## src/rtl/clk_tick_pkg.sv

```systemverilog
// clk_tick_pkg: shared FSM state type and default divide-ratio width for clk_tick_ctrl
package clk_tick_pkg;
  typedef enum logic [1:0] {IDLE, RUN, STOPPING} state_t;
  localparam int DIV_W_DEF = 16;
endpackage

```

## src/rtl/clk_tick_ctrl.sv

```systemverilog
// clk_tick_ctrl: start/stop periodic tick generator with safe ratio reload; CLK_TICK_CTRL_CNT_EN adds a 32-bit tick_cnt output
module clk_tick_ctrl
  import clk_tick_pkg::*;
#(
  parameter int               DIV_W     = DIV_W_DEF,
  parameter logic [DIV_W-1:0] DIV_RESET = '0
) (
  input  logic             clk,
  input  logic             rst,
  input  logic             start,
  input  logic             stop,
  input  logic             cfg_valid,
  input  logic [DIV_W-1:0] cfg_div,
  output logic             cfg_ready,
  output logic             tick,
  output logic             busy
`ifdef CLK_TICK_CTRL_CNT_EN
  ,
  output logic [31:0]      tick_cnt
`endif
);
  state_t             r_state, w_next;
  logic [DIV_W-1:0]   r_cnt, r_div_q, r_pend_div;
  logic               r_pend_v;
  logic               w_accept;
  assign w_accept = cfg_valid && cfg_ready;
  // state register
  always_ff @(posedge clk) begin
    r_state <= rst ? IDLE : w_next;
  end
  // next state: a stop landing on a tick cycle ends at once; start in STOPPING cancels the stop
  always_comb begin
    w_next = r_state;
    case (r_state)
      IDLE:     w_next = start ? RUN : IDLE;
      RUN:      w_next = stop ? (tick ? IDLE : STOPPING) : RUN;
      STOPPING: w_next = start ? RUN : (tick ? IDLE : STOPPING);
      default:  w_next = IDLE;
    endcase
  end
  // outputs decoded from registers only
  always_comb begin
    busy      = r_state != IDLE;
    tick      = busy && (r_cnt == r_div_q);
    cfg_ready = !r_pend_v;
  end
  // period counter and ratio reload; div_q only changes while idle or on the edge closing a tick cycle
  always_ff @(posedge clk) begin
    if (rst) begin
      r_cnt      <= '0;
      r_div_q    <= DIV_RESET;
      r_pend_div <= '0;
      r_pend_v   <= 1'b0;
    end else begin
      r_cnt <= (busy && !tick) ? r_cnt + DIV_W'(1) : '0;
      if (r_pend_v && (!busy || tick)) begin
        r_div_q  <= r_pend_div;
        r_pend_v <= 1'b0;
      end else if (w_accept && tick) begin
        r_div_q <= cfg_div;
      end else if (w_accept) begin
        r_pend_div <= cfg_div;
        r_pend_v   <= 1'b1;
      end
    end
  end
`ifdef CLK_TICK_CTRL_CNT_EN
  logic [31:0] r_tick_cnt;
  assign tick_cnt = r_tick_cnt;
  // free-running wrap-around count of ticks, cleared when a new run starts
  always_ff @(posedge clk) begin
    if (rst || (r_state == IDLE && start)) r_tick_cnt <= '0;
    else if (tick) r_tick_cnt <= r_tick_cnt + 32'd1;
  end
`endif
endmodule
```

## config.mk

```make
export PLATFORM = sky130hd
export DESIGN_NAME = clk_tick_ctrl
export DESIGN_NICKNAME = d
export VERILOG_FILES = /design/src/rtl/clk_tick_pkg.sv /design/src/rtl/clk_tick_ctrl.sv
export SDC_FILE = /design/constraint.sdc
export NUM_CORES = 1
export LEC_CHECK = 0
export CAP_MARGIN = 15
export CORE_AREA = 2 2 92 130
export DETAILED_ROUTE_END_ITERATION = 12
export DIE_AREA = 0 0 94 132
export GPL_TIMING_DRIVEN = 0
export PLACE_DENSITY = 0.47
export SLEW_MARGIN = 10
export SYNTH_ARGS = -nofsm -noshare
export SYNTH_HDL_FRONTEND = slang
export SYNTH_SLANG_ARGS = --single-unit
```

## constraint.sdc

```tcl
create_clock -name clk -period 4.3 [get_ports clk]
set_input_delay 0.43 -clock clk [delete_from_list [all_inputs] [get_ports clk]]
set_output_delay 0.43 -clock clk [all_outputs]
set_load 0.05 [all_outputs]
```

Word-level counts from Yosys, hierarchy flattened:

Index checks and enable logic that the tools add are counted.

* latch bits: 0
* RAM bits: 0
* memory bits (read-only): 0
* output and inout port bits: 3
* memories: 0
* bits in registers: 51

* multiply operators: 0
* equality and inequality tests: 3
* reduce and logical (&&, ||, !) cells: 16
* shift operators: 0
* bitwise operators: 3
* add/subtract/negate cells: 1
* muxes and demuxes: 7
* div/mod/pow operators: 0
* $lt $le $gt $ge: 0

Operators by type and width (number)
* 16-bit 2-to-1 mux: 2
* 16-bit by 1-bit adder with 16-bit output (second input constant): 1
* 16-bit == test: 1
* 2-bit 2-to-1 mux: 3
* 2-bit one-hot mux with 3 select lines: 1
* 1-bit logical AND: 5
* 2-bit nonzero test: 2
* 2-bit OR reduction: 2
* 1-bit logical NOT: 3
* 1-bit inverter: 3
* 3-bit AND reduction: 1
* 2-bit by 1-bit == test with 1-bit output (second input constant): 1
* 2-bit == test (second input constant): 1
* 2-bit logical NOT: 1
* 2-bit AND reduction: 1
* 1-bit logical OR: 1
* 1-bit 2-to-1 mux: 1

Depth between registers and ports, before layout:

Gate-level depths: netlist of run 1.

* depth in word-level cells: 6
* mapped depth: 7
* depth with buffers taken out: 4

Least setup slack after synthesis of run 1:

OpenSTA, ideal clock, no wires.

* kind: flip-flop to output port
* from: reg r_cnt[6]
* to: out tick
* data required time: 3870 ps
* data arrival time: 1739 ps
* cell stages (with the launch flop): 6
* slack: 2131 ps
* cells stage by stage: dfxtp_1 xnor2_1 nand4_1 nor4_4 buf_2 and2_1

* word-level cells in the longest chain between the ends: 2

Ends and longest elaborated chain
* start: declaration: RTL line clk_tick_ctrl.sv:23 `logic [DIV_W-1:0] r_cnt, r_div_q, r_pend_div;`
* start signal: assignment: RTL line clk_tick_ctrl.sv:55 `r_cnt <= (busy && !tick) ? r_cnt + DIV_W'(1) : '0;`
* 16-bit == test: RTL line clk_tick_ctrl.sv:44 `tick = busy && (r_cnt == r_div_q);`
* 1-bit logical AND: RTL line clk_tick_ctrl.sv:44
* end: declaration: RTL line clk_tick_ctrl.sv:15 `output logic tick,`

Every way passes these cells.

Final worst setup path of run 1:

* from: reg r_cnt[7]
* to: out tick

Same word-level chain as after synthesis.

==> results of run 1 <==
## synthesized netlist by cell type (13+ instances only)
cell type | n | share of area
nand2_1 | 75 | 0.088
dfxtp_1 | 51 | 0.32
a21oi_1 | 37 | 0.058
nor2_1 | 33 | 0.039
mux2i_1 | 29 | 0.090
xnor2_1 | 17 | 0.046
clkbuf_1 | 15 | 0.018
mux2_2 | 15 | 0.053
a211o_1 | 14 | 0.038
a221o_1 | 14 | 0.044
buf_2 | 13 | 0.020
nor3_1 | 13 | 0.020
## cell type report
class	count	area, um^2	share of cell area
Buffer	35	177.7	0.04729
Clock inverter	1	5.005	0.001332
Clock buffer	7	132.6	0.03530
Tap cell	144	180.2	0.04795
Inverter	3	11.26	0.002997
Sequential cell	51	1021	0.2717
Multi-Input combinational cell	306	1999	0.5321
Timing Repair Buffer	23	230.2	0.06127
## flip-flops by register name (all words and copies together), names as in the netlist
register    flops
r_cnt          16
r_div_q        16
r_pend_div     16
r_pend_v        1
r_state         2
## layer usage
layer	GRT usage	vias to the layer above
met3	0.02058	13
met2	0.2865	50
met5	0	-
li1	-	1453
met1	0.1745	1406
met4	0.05878	0
## cell families after synthesis
group           count (synthesis)
flops                          51
simple gates                  155
xor+xnor                       27
fa+ha+maj                       1
mux                            47
compound gates                 76
buf+inv                        38
## worst paths after layout
path	startpoint	end	slack, ns	depth (start not counted)
min reg2reg	r_cnt[0]	r_cnt[0]	0.51	1
max	r_cnt[7]	tick	0.97	6
min	r_cnt[0]	r_cnt[0]	0.51	1
max reg2reg	r_cnt[7]	r_pend_div[8]	2.23	5
## stage by stage
step / hold WS (ns) / instances / total power (uW) / utilization
6_report: 0.5109 / 570 / 1863 / 0.3348
5_1_grt: 0.5348 / 570 / 1987 / 0.3348
4_1_cts: 0.5145 / 570 / 1882 / 0.3348
3_5_place_dp: 0.5047 / 562 / 1480 / 0.3225
3_3_place_gp: 0.4998 / 562 / 1463 / 0.3225
2_1_floorplan: 0.4704 / 395 / 1266 / -
## where the power goes
group	total [uW]	switching, uW	internal (uW)
clock	396	180	216
combinational	806	454	352
sequential	661	85.9	575
total	1860	720	1140
## worst max-delay path: cells and delay by family (launching register included)
kind	cells	cell delay, ns
XOR/XNOR	1	0.27
flip-flops	1	0.36
buffers and inverters	2	1.13
AND/OR/NAND/NOR	3	0.83
==> impl_metrics.csv, run 1 <==
group,metric,value,unit
final_layout,fillerInstances,1196,
routing,drc,0,
yosys,synth_warnings,0,
setup_path,cpPeakStageDelay,0.79,ns
final_layout,mostFrequentLayoutCell,"nand2_1",
yosys,synth_cell_types,40,
yosys,synth_cells,395,
final_layout,drive_gt1_frac,0.1056,
clock_network,cts_hold_buffers,0,
yosys,synth_area,0.003209,mm^2
routing,viasPerCell,5.126,
global_routing,first_global_vias,2989,
die,dieArea,0.01241,mm^2
die,std_cell_rows,46,
place,placed_cell_area,0.003620,mm^2
timing,rsz0062_at_grt,"false",
place,place_hpwl,6894,um
clock_network,clockBufferDepth,2,
power_and_ir_drop,ir_drop,0.1823,mV
power_and_ir_drop,p_per_area,495.9,mW/mm^2
yosys,syn-num-nets,417,
routing,dr.pass1.iters,4,
global_routing,grt_max_degree,15,
die,die_h,132,um
clock_network,numCtsBuffers,5,
die,die_w,94,um
clock_network,post_cts_buffers,0,
timing,slew_headroom,0.6015,
final_layout,antennaDiodeCount,0,
timing,tns,0,ns
yosys,yosys_most_used_dff,"dfxtp_1",
setup_path,end_kind,"output pin",
final_layout,mostFrequentLayoutCells,"75 x nand2_1, 51 x dfxtp_1, 37 x a21oi_1",
yosys,synth_top_family_by_area,"simple AND/OR/NAND/NOR gates",
clock_network,worstSkewPairLatency,0.30,ns
global_routing,globalRoute.totalOverflow,0,
clock_network,cts-root-buf,"clkbuf_16",
flow_run,maxCapViolCount,0,
power_and_ir_drop,p_leak,0.001286,uW
yosys,synth_enable_flop_cells,0,
yosys,synth-compound-area-share,0.1645,
yosys,synthAdderAreaFrac,0.003899,
setup_path,worstPathCellList,"xnor2_1 -> nand4_1 -> nor4_4 -> buf_2 -> and2_1 -> clkdlybuf4s50_1",
final_layout,finalNetCount,447,
routing,wl_met2,4929,um
die,core_area,0.01122,mm^2
routing,wl_met3,245,um
timing,max_freq,0.3004,GHz
yosys,synth_area_per_cell,8.125,um^2
global_routing,grt_pass1_wl,15270,um
yosys,synthXorXnorAreaFrac,0.07368,
final_layout,area_growth_syn_to_layout,17.08,%
setup_path,cp_slowest_cell,"clkdlybuf4s50_1",
timing,period_needed,3.329,ns
place,post-place-ws,1.225,ns
timing,fin_skew,0.007073,ns
clock_network,numClockSinks,51,
setup_path,crit_path_max_fanout,10,
timing,fin_crit_sh,0.7741,
clock_network,clk_transition_reported_paths,0.07,ns
place,port-buffer-count,23,
die,start_util,0.2860,
routing,ant_nets,0,
timing,tightest_slew,0.5978,ns
clock_network,cts-resized-gates,0,
routing,top_layer,"met4",
timing,hold_viol_final,0,
clock_network,cts_tree,"yes",
setup_path,startpoint_type,"flip-flop",
setup_path,cp.arrival,2.90,ns
setup_path,crit_required,3.87,ns
outcome,status,"finished, final reports clean",
yosys,seq_area_frac_synth,0.3181,
place,place_congestion,0.7794,
routing,routed_wl,9213,um
timing,slew_violations,0,
timing,setup_slack,0.9715,ns
final_layout,stdcell_area,0.003757,mm^2
hold_path,hp-class,"reg2reg",
yosys,ys_ff_latch,51,
global_routing,antenna_found_initial,0,
global_routing,track_usage,0.1544,
routing,wl_per_cell,16.16,um
clock_network,htreeDepth,2,
yosys,synthArstFlopShare,0,
die,io_pins,24,
routing,vias,2922,
routing,wl_met1,3832,um
timing,setup_viol,0,
yosys,yosys.area_share.simple,0.2273,
setup_path,path_class,"reg2out",
routing,initialDrtViolationCount,108,
yosys,synth_mux_area_frac,0.1536,
Power figures use the tool's default switching activity.
==> run 2: changes to the inputs <==
==> constraint.sdc (replaced) <==
create_clock -name clk -period 3.2 [get_ports clk]
set_input_delay 0.32 -clock clk [delete_from_list [all_inputs] [get_ports clk]]
set_output_delay 0.32 -clock clk [all_outputs]
set_load 0.05 [all_outputs]
==> run 2 against run 1 <==
- worst hold slack unchanged
- count of clock-buffer cells in the layout unchanged
- power up 34%
- first-iteration DRC count unchanged
- setup slack worse by 0.71 ns
- core utilization about the same
- wire length up 0.22%
- die area unchanged
- sequential power up 34%
- critical endpoint unchanged
- largest cell class unchanged
==> impl_metrics.csv, run 2 (synthesis gave the netlist of run 1 again) <==
group,metric,value,unit
die,std_cell_rows,46,
routing,ant_nets,0,
die,io_pins,24,
routing,drc,0,
final_layout,finalNetCount,447,
timing,fin_skew,0.007123,ns
setup_path,cpPeakStageDelay,0.52,ns
die,die_w,94,um
clock_network,cts_hold_buffers,0,
place,post-place-ws,0.2355,ns
final_layout,utilization,0.3347,
power_and_ir_drop,combPwrFrac,0.432,
final_layout,drive_gt1_frac,0.1056,
routing,viasPerCell,5.137,
routing,dr.pass1.iters,4,
timing,setup_viol,0,
global_routing,antenna_found_initial,0,
place,place_congestion,0.7794,
power_and_ir_drop,power.internal,1535,uW
setup_path,path_class,"reg2out",
timing,setup_slack,0.2595,ns
setup_path,crit_path_max_fanout,10,
place,place_hpwl,6894,um
global_routing,globalRoute.totalOverflow,0,
setup_path,cp_slowest_cell,"dlygate4sd2_1",
timing,max_freq,0.3401,GHz
final_layout,top_regs,"r_cnt x16, r_div_q x16, r_pend_div x16",
timing,period_needed,2.941,ns
power_and_ir_drop,p_clk_frac,0.213,
setup_path,crit_required,2.88,ns
setup_path,path_buf_inv,2,
global_routing,grt_pass1_wl,15270,um
setup_path,crit_family,"buffers and inverters",
clock_network,numClockSinks,51,
final_layout,stdcell_area,0.003756,mm^2
die,die_h,132,um
hold_path,hp-class,"reg2reg",
final_layout,area_growth_syn_to_layout,17.04,%
timing,slew_violations,0,
die,core_area,0.01122,mm^2
clock_network,numCtsBuffers,5,
clock_network,cts_tree,"yes",
clock_network,cts-root-buf,"clkbuf_16",
global_routing,track_usage,0.1544,
timing,hold_viol_final,0,
clock_network,clk_transition_reported_paths,0.07,ns
global_routing,first_global_vias,2989,
place,port-buffer-count,23,
power_and_ir_drop,p_per_area,666.3,mW/mm^2
final_layout,antennaDiodeCount,0,
clock_network,post_cts_buffers,0,
timing,hold_ws,0.5109,ns
timing,tns,0,ns
timing,tightest_slew,0.5956,ns
final_layout,mostFrequentLayoutCell,"nand2_1",
clock_network,worstSkewPairLatency,0.30,ns
timing,fin_crit_sh,0.9189,
routing,wl_per_cell,16.20,um
final_layout,mostFrequentLayoutCells,"75 x nand2_1, 51 x dfxtp_1, 37 x a21oi_1",
power_and_ir_drop,p_seq_frac,0.355,
power_and_ir_drop,ir_drop,0.2453,mV
routing,routed_wl,9233,um
clock_network,htreeDepth,2,
power_and_ir_drop,p_sw_frac,0.3867,
outcome,status,"finished, final reports clean",
power_and_ir_drop,p_sw,967.9,uW
routing,vias,2928,
routing,initialDrtViolationCount,108,
setup_path,cp.arrival,2.62,ns
die,dieArea,0.01241,mm^2
die,start_util,0.2860,
setup_path,worstPathCellList,"xnor2_1 -> nand4_1 -> nor4_4 -> buf_2 -> and2_1 -> dlygate4sd2_1",
timing,slew_headroom,0.6029,
setup_path,startpoint_type,"flip-flop",
clock_network,clockBufferDepth,2,
power_and_ir_drop,p_leak,0.001291,uW
place,placed_cell_area,0.003620,mm^2
flow_run,maxCapViolCount,0,
global_routing,grt_max_degree,15,
setup_path,end_kind,"output pin",
timing,rsz0062_at_grt,"false",
-- run 2: cell types whose count changed in the layout (fill, tap and decap cells not counted) --
cell	previous run	this run
clkdlybuf4s50_1	23	22
dlygate4sd2_1	0	1
-- run 2: power groups by stage --
stage / clock (uW) / combinational (uW) / sequential (uW)
final: 532 / 1080 / 889
after global routing: 575 / 1190 / 907
after CTS: 552 / 1090 / 887
after detailed placement: 0 / 1090 / 902
after global placement: 0 / 1070 / 898
after floorplan: 0 / 829 / 872
-- run 2: metrics by stage --
| stage | total power [uW] | instances |
|---|---|---|
| floorplan | 1701 | 395 |
| global placement | 1965 | 562 |
| detailed placement | 1989 | 562 |
| CTS | 2527 | 570 |
| global route | 2669 | 570 |
| finish | 2503 | 570 |
-- run 2: layer usage --
layer / vias up / wire length, um / track usage
met1: 1408 / 3848 / 0.1745
met2: 54 / 4936 / 0.2865
met3: 13 / 243 / 0.02058
li1: 1453 / - / -
met5: - / 0 / 0
met4: 0 / 205 / 0.05878
-- run 2: what timing repair did --
item	4_1_cts	5_1_grt
setup endpoints to repair	1	0
resized for setup	1	0
endpoints found under the hold margin	0	0
-- run 2: final timing paths --
kind,depth (start not counted),slack [ns],to,startpoint
min reg2reg,1,0.51,r_cnt[0],r_cnt[0]
max,6,0.26,tick,r_cnt[7]
max reg2reg,5,1.13,r_pend_div[8],r_cnt[7]
min,1,0.51,r_cnt[0],r_cnt[0]
-- run 2: layout make-up --
class / instances / area (um^2)
Sequential cell: 51 / 1021
Tap cell: 144 / 180.2
Clock inverter: 1 / 5.005
Inverter: 3 / 11.26
Buffer: 35 / 177.7
Clock buffer: 7 / 132.6
Multi-Input combinational cell: 306 / 1999
Timing Repair Buffer: 23 / 229.0
Fill cell: 1194 / 7467
-- run 2: worst reg2reg max path, stage by stage, from the launching register on --
cell     delay [ns]
dfxtp_1        0.36
xnor2_1        0.27
nand4_1        0.22
nor4_4         0.46
buf_4          0.30
mux2_2         0.36
